===== config.mk =====
export PLATFORM = sky130hd
export DESIGN_NAME = ex_issue_stage
export DESIGN_NICKNAME = d
export VERILOG_FILES = /design/src/rtl/alu_pkg.sv /design/src/rtl/alu_op_decode.sv /design/src/rtl/ex_issue_stage.sv
export SDC_FILE = /design/constraint.sdc
export NUM_CORES = 1
export LEC_CHECK = 0
export ABC_AREA = 0
export CAP_MARGIN = 20
export CELL_PAD_IN_SITES_DETAIL_PLACEMENT = 1
export CELL_PAD_IN_SITES_GLOBAL_PLACEMENT = 2
export CORE_MARGIN = 2
export CORE_UTILIZATION = 23
export CTS_CLUSTER_DIAMETER = 80
export DETAILED_ROUTE_END_ITERATION = 16
export PLACE_DENSITY = 0.91
export SYNTH_ARGS = -nofsm -noshare
export SYNTH_HDL_FRONTEND = slang
export SYNTH_SLANG_ARGS = --single-unit

===== constraint.sdc =====
create_clock -name clk -period 2 [get_ports clk]
set_input_delay 0.3 -clock clk [delete_from_list [all_inputs] [get_ports clk]]
set_output_delay 0.3 -clock clk [all_outputs]
set_load 0.02 [all_outputs]

===== src/rtl/alu_pkg.sv =====
// Shared ALU definitions: opcode encodings used by the external ALU and the
// issue stage, plus the alu_ctrl instruction-class encodings.
package alu_pkg;

   localparam logic [3:0] ALU_ADD = 4'd0;
   localparam logic [3:0] ALU_SUB = 4'd1;
   localparam logic [3:0] ALU_AND = 4'd2;
   localparam logic [3:0] ALU_OR  = 4'd3;
   localparam logic [3:0] ALU_XOR = 4'd4;
   localparam logic [3:0] ALU_SLL = 4'd5;
   localparam logic [3:0] ALU_SRL = 4'd6;

   localparam logic [1:0] CTRL_ADD   = 2'b00;  // load/store address
   localparam logic [1:0] CTRL_SUB   = 2'b01;  // branch compare
   localparam logic [1:0] CTRL_RTYPE = 2'b10;
   localparam logic [1:0] CTRL_ITYPE = 2'b11;

   // Shift ops only consume the low five bits of operand B
   function automatic logic is_shift(input logic [3:0] op);
      return (op == ALU_SLL) || (op == ALU_SRL);
   endfunction

endpackage


===== src/rtl/alu_op_decode.sv =====
// Combinational decode of instruction class + funct fields into an ALU
// opcode. Unsupported encodings fall back to ADD and raise illegal_o.
module alu_op_decode
   import alu_pkg::*;
(
   input  logic [1:0] alu_ctrl_i,
   input  logic [2:0] funct3_i,
   input  logic       funct7b5_i,
   output logic [3:0] alu_op_o,
   output logic       illegal_o
);

   // Class decode; R-type and I-type share the funct3 table, only 000 differs
   always_comb begin
      alu_op_o  = ALU_ADD;
      illegal_o = 1'b0;
      case (alu_ctrl_i)
         CTRL_ADD: alu_op_o = ALU_ADD;
         CTRL_SUB: alu_op_o = ALU_SUB;
         default: begin
            case (funct3_i)
               3'b000: begin
                  // I-type has no SUB: f7b5 is part of the immediate there
                  if ((alu_ctrl_i == CTRL_RTYPE) && funct7b5_i)
                     alu_op_o = ALU_SUB;
               end
               3'b111: alu_op_o = ALU_AND;
               3'b110: alu_op_o = ALU_OR;
               3'b100: alu_op_o = ALU_XOR;
               3'b001: begin
                  if (!funct7b5_i) alu_op_o  = ALU_SLL;
                  else             illegal_o = 1'b1;
               end
               3'b101: begin
                  // f7b5=1 would be SRA, which this ALU does not implement
                  if (!funct7b5_i) alu_op_o  = ALU_SRL;
                  else             illegal_o = 1'b1;
               end
               default: illegal_o = 1'b1;
            endcase
         end
      endcase
   end

endmodule


===== src/rtl/ex_issue_stage.sv =====
// EX issue stage: S1 issue register drives the external ALU, S2 captures the
// ALU result for the EX/MEM handshake. Latency 2, full throughput.
// Optional feature: define ILLEGAL_OP_TRAP_EN to add illegal_o and force the
// result of illegally-encoded ops to zero.
module ex_issue_stage
   import alu_pkg::*;
(
   input  logic        clk,
   input  logic        reset,
   input  logic        in_valid_i,
   output logic        in_ready_o,
   input  logic [1:0]  alu_ctrl_i,
   input  logic [2:0]  funct3_i,
   input  logic        funct7b5_i,
   input  logic [4:0]  rd_i,
   input  logic [31:0] rs1_val_i,
   input  logic [31:0] op2_val_i,
   output logic [3:0]  alu_op_o,
   output logic [31:0] alu_a_o,
   output logic [31:0] alu_b_o,
   input  logic [31:0] alu_result_i,
   input  logic        alu_zero_i,
   output logic        out_valid_o,
   input  logic        out_ready_i,
   output logic [31:0] out_result_o,
   output logic        out_zero_o,
   output logic [4:0]  out_rd_o,
`ifdef ILLEGAL_OP_TRAP_EN
   output logic        illegal_o,
`endif
   input  logic        flush_i
);

   logic [3:0]  w_dec_op;
   logic        w_dec_ill;
   logic        w_s1_adv;
   logic        w_s1_move;

   logic        r_s1_valid;
   logic [3:0]  r_s1_op;
   logic [31:0] r_s1_a;
   logic [31:0] r_s1_b;
   logic [4:0]  r_s1_rd;

   logic        r_s2_valid;
   logic [31:0] r_s2_result;
   logic        r_s2_zero;
   logic [4:0]  r_s2_rd;

   alu_op_decode u_dec (
      .alu_ctrl_i (alu_ctrl_i),
      .funct3_i   (funct3_i),
      .funct7b5_i (funct7b5_i),
      .alu_op_o   (w_dec_op),
      .illegal_o  (w_dec_ill)
   );

   // S1 may hand off whenever S2 is empty or draining this cycle
   assign w_s1_adv   = !r_s2_valid || out_ready_i;
   assign in_ready_o = !r_s1_valid || w_s1_adv;
   // A flushed S1 entry must never reach S2
   assign w_s1_move  = w_s1_adv && r_s1_valid && !flush_i;

   // ALU drive comes from S1 only and is quiet when S1 is empty
   assign alu_op_o = r_s1_valid ? r_s1_op : 4'd0;
   assign alu_a_o  = r_s1_valid ? r_s1_a  : 32'd0;
   assign alu_b_o  = !r_s1_valid      ? 32'd0 :
                     is_shift(r_s1_op) ? {27'd0, r_s1_b[4:0]} : r_s1_b;

   assign out_valid_o  = r_s2_valid;
   assign out_result_o = r_s2_result;
   assign out_zero_o   = r_s2_zero;
   assign out_rd_o     = r_s2_rd;

`ifdef ILLEGAL_OP_TRAP_EN
   logic r_s1_ill;
   logic r_s2_ill;

   assign illegal_o = r_s2_valid && r_s2_ill;

   // Illegal tag travels with the entry through both stages
   always_ff @(posedge clk) begin
      if (reset) begin
         r_s1_ill <= 1'b0;
         r_s2_ill <= 1'b0;
      end else begin
         if (!flush_i && in_ready_o && in_valid_i) r_s1_ill <= w_dec_ill;
         if (w_s1_adv) r_s2_ill <= w_s1_move && r_s1_ill;
      end
   end
`else
   logic w_unused_ill;
   assign w_unused_ill = w_dec_ill;
`endif

   // S1 issue register: flush beats accept, accept only when S1 frees up
   always_ff @(posedge clk) begin
      if (reset) begin
         r_s1_valid <= 1'b0;
         r_s1_op    <= 4'd0;
         r_s1_a     <= 32'd0;
         r_s1_b     <= 32'd0;
         r_s1_rd    <= 5'd0;
      end else if (flush_i) begin
         r_s1_valid <= 1'b0;
      end else if (in_ready_o) begin
         r_s1_valid <= in_valid_i;
         if (in_valid_i) begin
            r_s1_op <= w_dec_op;
            r_s1_a  <= rs1_val_i;
            r_s1_b  <= op2_val_i;
            r_s1_rd <= rd_i;
         end
      end
   end

   // S2 result register: captures ALU output on the S1->S2 edge, holds on stall
   always_ff @(posedge clk) begin
      if (reset) begin
         r_s2_valid  <= 1'b0;
         r_s2_result <= 32'd0;
         r_s2_zero   <= 1'b0;
         r_s2_rd     <= 5'd0;
      end else if (w_s1_adv) begin
         r_s2_valid <= w_s1_move;
         if (w_s1_move) begin
`ifdef ILLEGAL_OP_TRAP_EN
            r_s2_result <= r_s1_ill ? 32'd0 : alu_result_i;
            r_s2_zero   <= r_s1_ill ? 1'b1  : alu_zero_i;
`else
            r_s2_result <= alu_result_i;
            r_s2_zero   <= alu_zero_i;
`endif
            r_s2_rd     <= r_s1_rd;
         end
      end
   end

endmodule


; After elaboration in Yosys (flattened, before gate mapping)
; Index checks and enable logic that the tools add are counted.
; Widths: inputs -> output; s select.
[op_classes]
n_eq_ne = 9
n_reduce_logical = 14
mux = 9
bitwise_logic = 1
[ops]
columns = cell, count
row1 = $mux 32, 3
row2 = $pmux 4 s6, 1
row3 = $eq 3x3->1 const B, 4
row4 = $eq 4x3->1 const B, 2
row5 = $pmux 4 s2, 1
row6 = $mux 3, 2
row7 = $mux 4, 1
row8 = $eq 3x1->1 const B, 1
row9 = $logic_and 1x1->1, 3
row10 = $logic_not 1->1, 3
row11 = $logic_not 3->1, 1
row12 = $logic_or 1x1->1, 3
row13 = $reduce_and 3->1, 1
row14 = $eq 2x1->1 const B, 1
row15 = $eq 2x2->1 const B, 1
row16 = $logic_not 2->1, 1
row17 = $reduce_and 2->1, 1
row18 = $reduce_or 2->1, 1
row19 = $mux 1, 1
row20 = $not 1->1, 1
[totals]
wordCells = 42
inputBits = 113
reg_bits = 113
output_inout_bits = 108

; Depth between registers and ports, before layout
[logic_depth]
depth_word = 5
ltp_mapped = 6
mapped_depth_nobuf = 5

; Modules after synthesis
; Synthesis repeated with hierarchy kept, for this count alone.
[hier_totals]
cells_unflattened = 595
area_unflattened_um2 = 5455.2
[modules_own_cells]
columns = module, cells_each, seq_area_each_um2, area_each_um2, n_inst
row1 = ex_issue_stage, 578, 2262.2, 5336.4, 1
row2 = alu_op_decode, 17, 0.0, 118.9, 1

; Worst setup path after synthesis
; No wires, ideal clock.
[synth_path]
path_type = register to output
start = register r_s1_op[0]
end = output port alu_b_o[11]
required_time_ps = 1700
path_slack_ps = 447
arrival_time_ps = 1253
path_stages_with_launch = 5
n_path_buf = 1
path_cell_list = dfxtp_1 > xor2_1 > a21boi_1 > clkbuf_1 > and2_1
[synth_via]
elab_chain_len = 4
elab_cells_between_ends = 5
classes_between = 2 x eq/ne / 2 x mux / 1 x reduce/logical
[synth_rtl]
columns = item, line
row1 = start: declaration, ex_issue_stage.sv:40  ; logic [3:0] r_s1_op;
row2 = start signal: assignment, ex_issue_stage.sv:109  ; r_s1_op <= w_dec_op;
row3 = $eq 4x3->1, alu_pkg.sv:20  ; return (op == ALU_SLL) || (op == ALU_SRL);
row4 = $logic_or 1x1->1 *, alu_pkg.sv:20
row5 = $mux 32 *, ex_issue_stage.sv:68  ; is_shift(r_s1_op) ? {27'd0, r_s1_b[4:0]} : r_s1_b;
row6 = $mux 32 *, ex_issue_stage.sv:67  ; assign alu_b_o = !r_s1_valid ? 32'd0 :
row7 = end: declaration, ex_issue_stage.sv:20  ; output logic [31:0] alu_b_o,
; Every way passes the cells marked *; elsewhere a longest branch is shown, timed or not.

; Worst setup path after layout
[layout_path]
start = register r_s1_op[0]
end = output port alu_b_o[5]
; Same word-level chain as after synthesis.

==> results.json <==
{
  "placementRows": 50,
  "place_ws_ps": 0.266,
  "min_path_type": "in -> reg",
  "htreeDepth": 3,
  "power_uw": 4750,
  "remaining_drc_errors": 0,
  "antenna_found_initial": 1,
  "worst_slew_margin_rel": 0.663,
  "critical_path.max_stage_delay_ps": 340,
  "synth_ff_type": "dfxtp_1",
  "cts-buffers-inserted": 9,
  "synthesis.nets": 687,
  "cts.sinks": 112,
  "grt.total_usage": 0.147,
  "crit_path_cell_trace": "xor2_1, a21boi_2, buf_4, and2_1, clkdlybuf4s15_2",
  "fin_crit_ps": 1990,
  "dr.pass1.iters": 4,
  "postSynth.asyncResetShare": 0,
  "timing.hold.ws_ps": 411,
  "die_area_um2": 20500,
  "io_buffer_count": 219,
  "final_nets": 894,
  "gp_congestion": 0.760,
  "syn_area_um2": 4460,
  "root_buffer": "clkbuf_16",
  "gr-total-overflow": 0,
  "clockBufferDepth": 2,
  "routed_wl_mm": 15.4,
  "cts-hold-fix-buffers": 0,
  "wl_per_cell_um": 14.7,
  "die_h_um": 143,
  "critPathTopFamily": "buffers and inverters",
  "cp.required_ps": 1700,
  "hold_viol_final": 0,
  "timing.rr.start": "r_s1_valid",
  "min_from": "reset",
  "synth.avg_cell_area_um2": 7.77,
  "max_clock_freq_mhz": 504,
  "io_pins": 221,
  "powerDensity_nw_per_um2": 652,
  "synth_area_leaders": "dfxtp_1 50%, nand2_1 18%, a21oi_1 13%",
  "initial_core_util": 0.236,
  "startpoint": "r_s1_op[0]",
  "busiest_layer": "met2",
  "syn_to_final_growth_pct": 63.2,
  "post-route-period-util": 0.993,
  "drive_above_1_share": 0.0878,
  "worst-setup-path-type": "reg -> out",
  "grt_max_degree": 47,
  "yosysSeqAreaShare": 0.503,
  "dpl.hpwl_mm": 11.0,
  "worst_setup_path_start_kind": "flop",
  "clkLatencyLatePin_ps": 360,
  "num-fill-cells": 2263,
  "vias": 4432,
  "cp_slowest_cell": "dfxtp_1",
  "use_met2": 0.257,
  "leakagePower_uw": 0.00278,
  "grt_setup_unrepaired": "true",
  "status": "complete, no violations",
  "synth_top_area_cell": "dfxtp_1",
  "antenna_left": 0,
  "synth_cells": 574,
  "crit_path_end_kind": "primary output",
  "use_met1": 0.174,
  "drv_slew": 0,
  "cts_tree": "done",
  "worst_pin_slew_ps": 505,
  "coreArea_um2": 18900,
  "synth_top_area_frac": 0.503,
  "crit_buf_inv": 2,
  "worst-endpoint-arrival_ps": 1690,
  "maxCapViolCount": 0,
  "grt_first_pass_wirelength_mm": 23.7,
  "grt_use_met3": 0.0419,
  "crit_fanout": 8,
  "synth_warnings": 0,
  "via_per_inst": 4.24,
  "yosys_register_bits": 112,
  "ir_drop_uv": 363,
  "synth_edf_count": 0,
  "n_antenna_cell": 0,
  "synth_cell_types": 28,
  "fin_worst_skew_ps": 9.46,
  "grt_pass1_vias": 4450,
  "finalSetupTns_ps": 0,
  "clk_pin_slew_ps": 80,
  "die_width_um": 143,
  "utilization": 0.385,
  "finalWorstSetupSlack_ps": 14.8,
  "drtIter0Drc": 182,
  "report.final.setup_viol": 0
}
## state kept, by name, indices dropped and copies added (netlist names)
name / cells
r_s1_op: 3
r_s1_a: 32
r_s1_valid: 1
r_s1_rd: 5
out_result_o: 32
out_zero_o: 1
out_rd_o: 5
out_valid_o: 1
r_s1_b: 32
## worst reg2reg max path: stages (launching register included)
cell and delay, ps:
dfxtp_1 420, buf_12 200, and3b_4 250, inv_2 40
buf_4 130, nand3b_4 100, buf_12 240, nand2_1 120
a21oi_1 140
## Yosys cell counts, drive strengths merged (2+ instances only)
| library cell | instances |
|---|---|
| buf | 24 |
| nor3b | 2 |
| clkbuf | 18 |
| nand3b | 3 |
| nor2 | 2 |
| nand2 | 216 |
| a21oi | 112 |
| inv | 2 |
| dfxtp | 112 |
| and2 | 67 |
| nand2b | 3 |
| nor2b | 2 |
## report_power, final
part	internal, uW	switching (uW)	total (uW)
Combinational	340	267	607
Clock	922	866	1790
Sequential	2310	39.9	2350
Total	3570	1170	4750
## area by class of cell
cell class	count	area, um2	share of cell area
Timing Repair Buffer	238	2430	0.334
Sequential cell	112	2240	0.308
Multi-Input combinational cell	418	1980	0.272
Tap cell	260	325	0.0447
Clock buffer	11	253	0.0347
Clock inverter	5	38.8	0.00533
Inverter	2	7.51	0.00103
## worst paths after layout
check / end / slack [ps] / depth (start not counted)
setup / recovery: alu_b_o[5] / 10 / 5
hold / removal: r_s1_b[28] / 410 / 2
setup reg to reg: r_s1_b[23] / 300 / 8
hold reg to reg: r_s1_a[6] / 450 / 2
## per-layer routing
layer,routed length [um],vias up
met2,7660,111
met5,13,-
met1,6560,2069
met3,856,16
li1,-,2234
met4,261,2
## cells in the final DEF (no fill, tap or decap), types with 2 or more instances in the layout
master,instances
a21oi_1,112
and2_1,67
buf_12,10
buf_4,10
clkbuf_16,9
clkbuf_8,2
clkdlybuf4s15_2,26
clkdlybuf4s50_1,150
clkinv_4,2
dfxtp_1,112
dlygate4sd2_1,41
nand2_1,216
nand2b_1,3
nand3b_1,2
nor2_1,2
## stage by stage
stage                     cells  instance area (um2)
after detailed placement   1029                 6980
after CTS                  1046                 7280
after global routing       1046                 7280
after global placement     1029                 6980
final                      1046                 7280
after floorplan             574                 4460
## kinds of logic (layout without fill, tap and decap cells)
kind of cell / Yosys count / after routing / share of synthesized area
and+or+nand+nor: 300 / 300 / 0.306
AOI/OAI and AO/OA: 116 / 116 / 0.132
DFF: 112 / 112 / 0.503
buffers and inverters: 44 / 256 / 0.0570
other: 1 / 1 / 0.000841
xor gates and xnor gates: 1 / 1 / 0.00196
## repair_timing
item	4_1_cts	5_1_grt
cloned	1	0
pin swaps	1	0
gates resized for setup	127	1
setup buffers	0	0
setup endpoints to repair	66	27
Power figures use the tool's default switching activity.
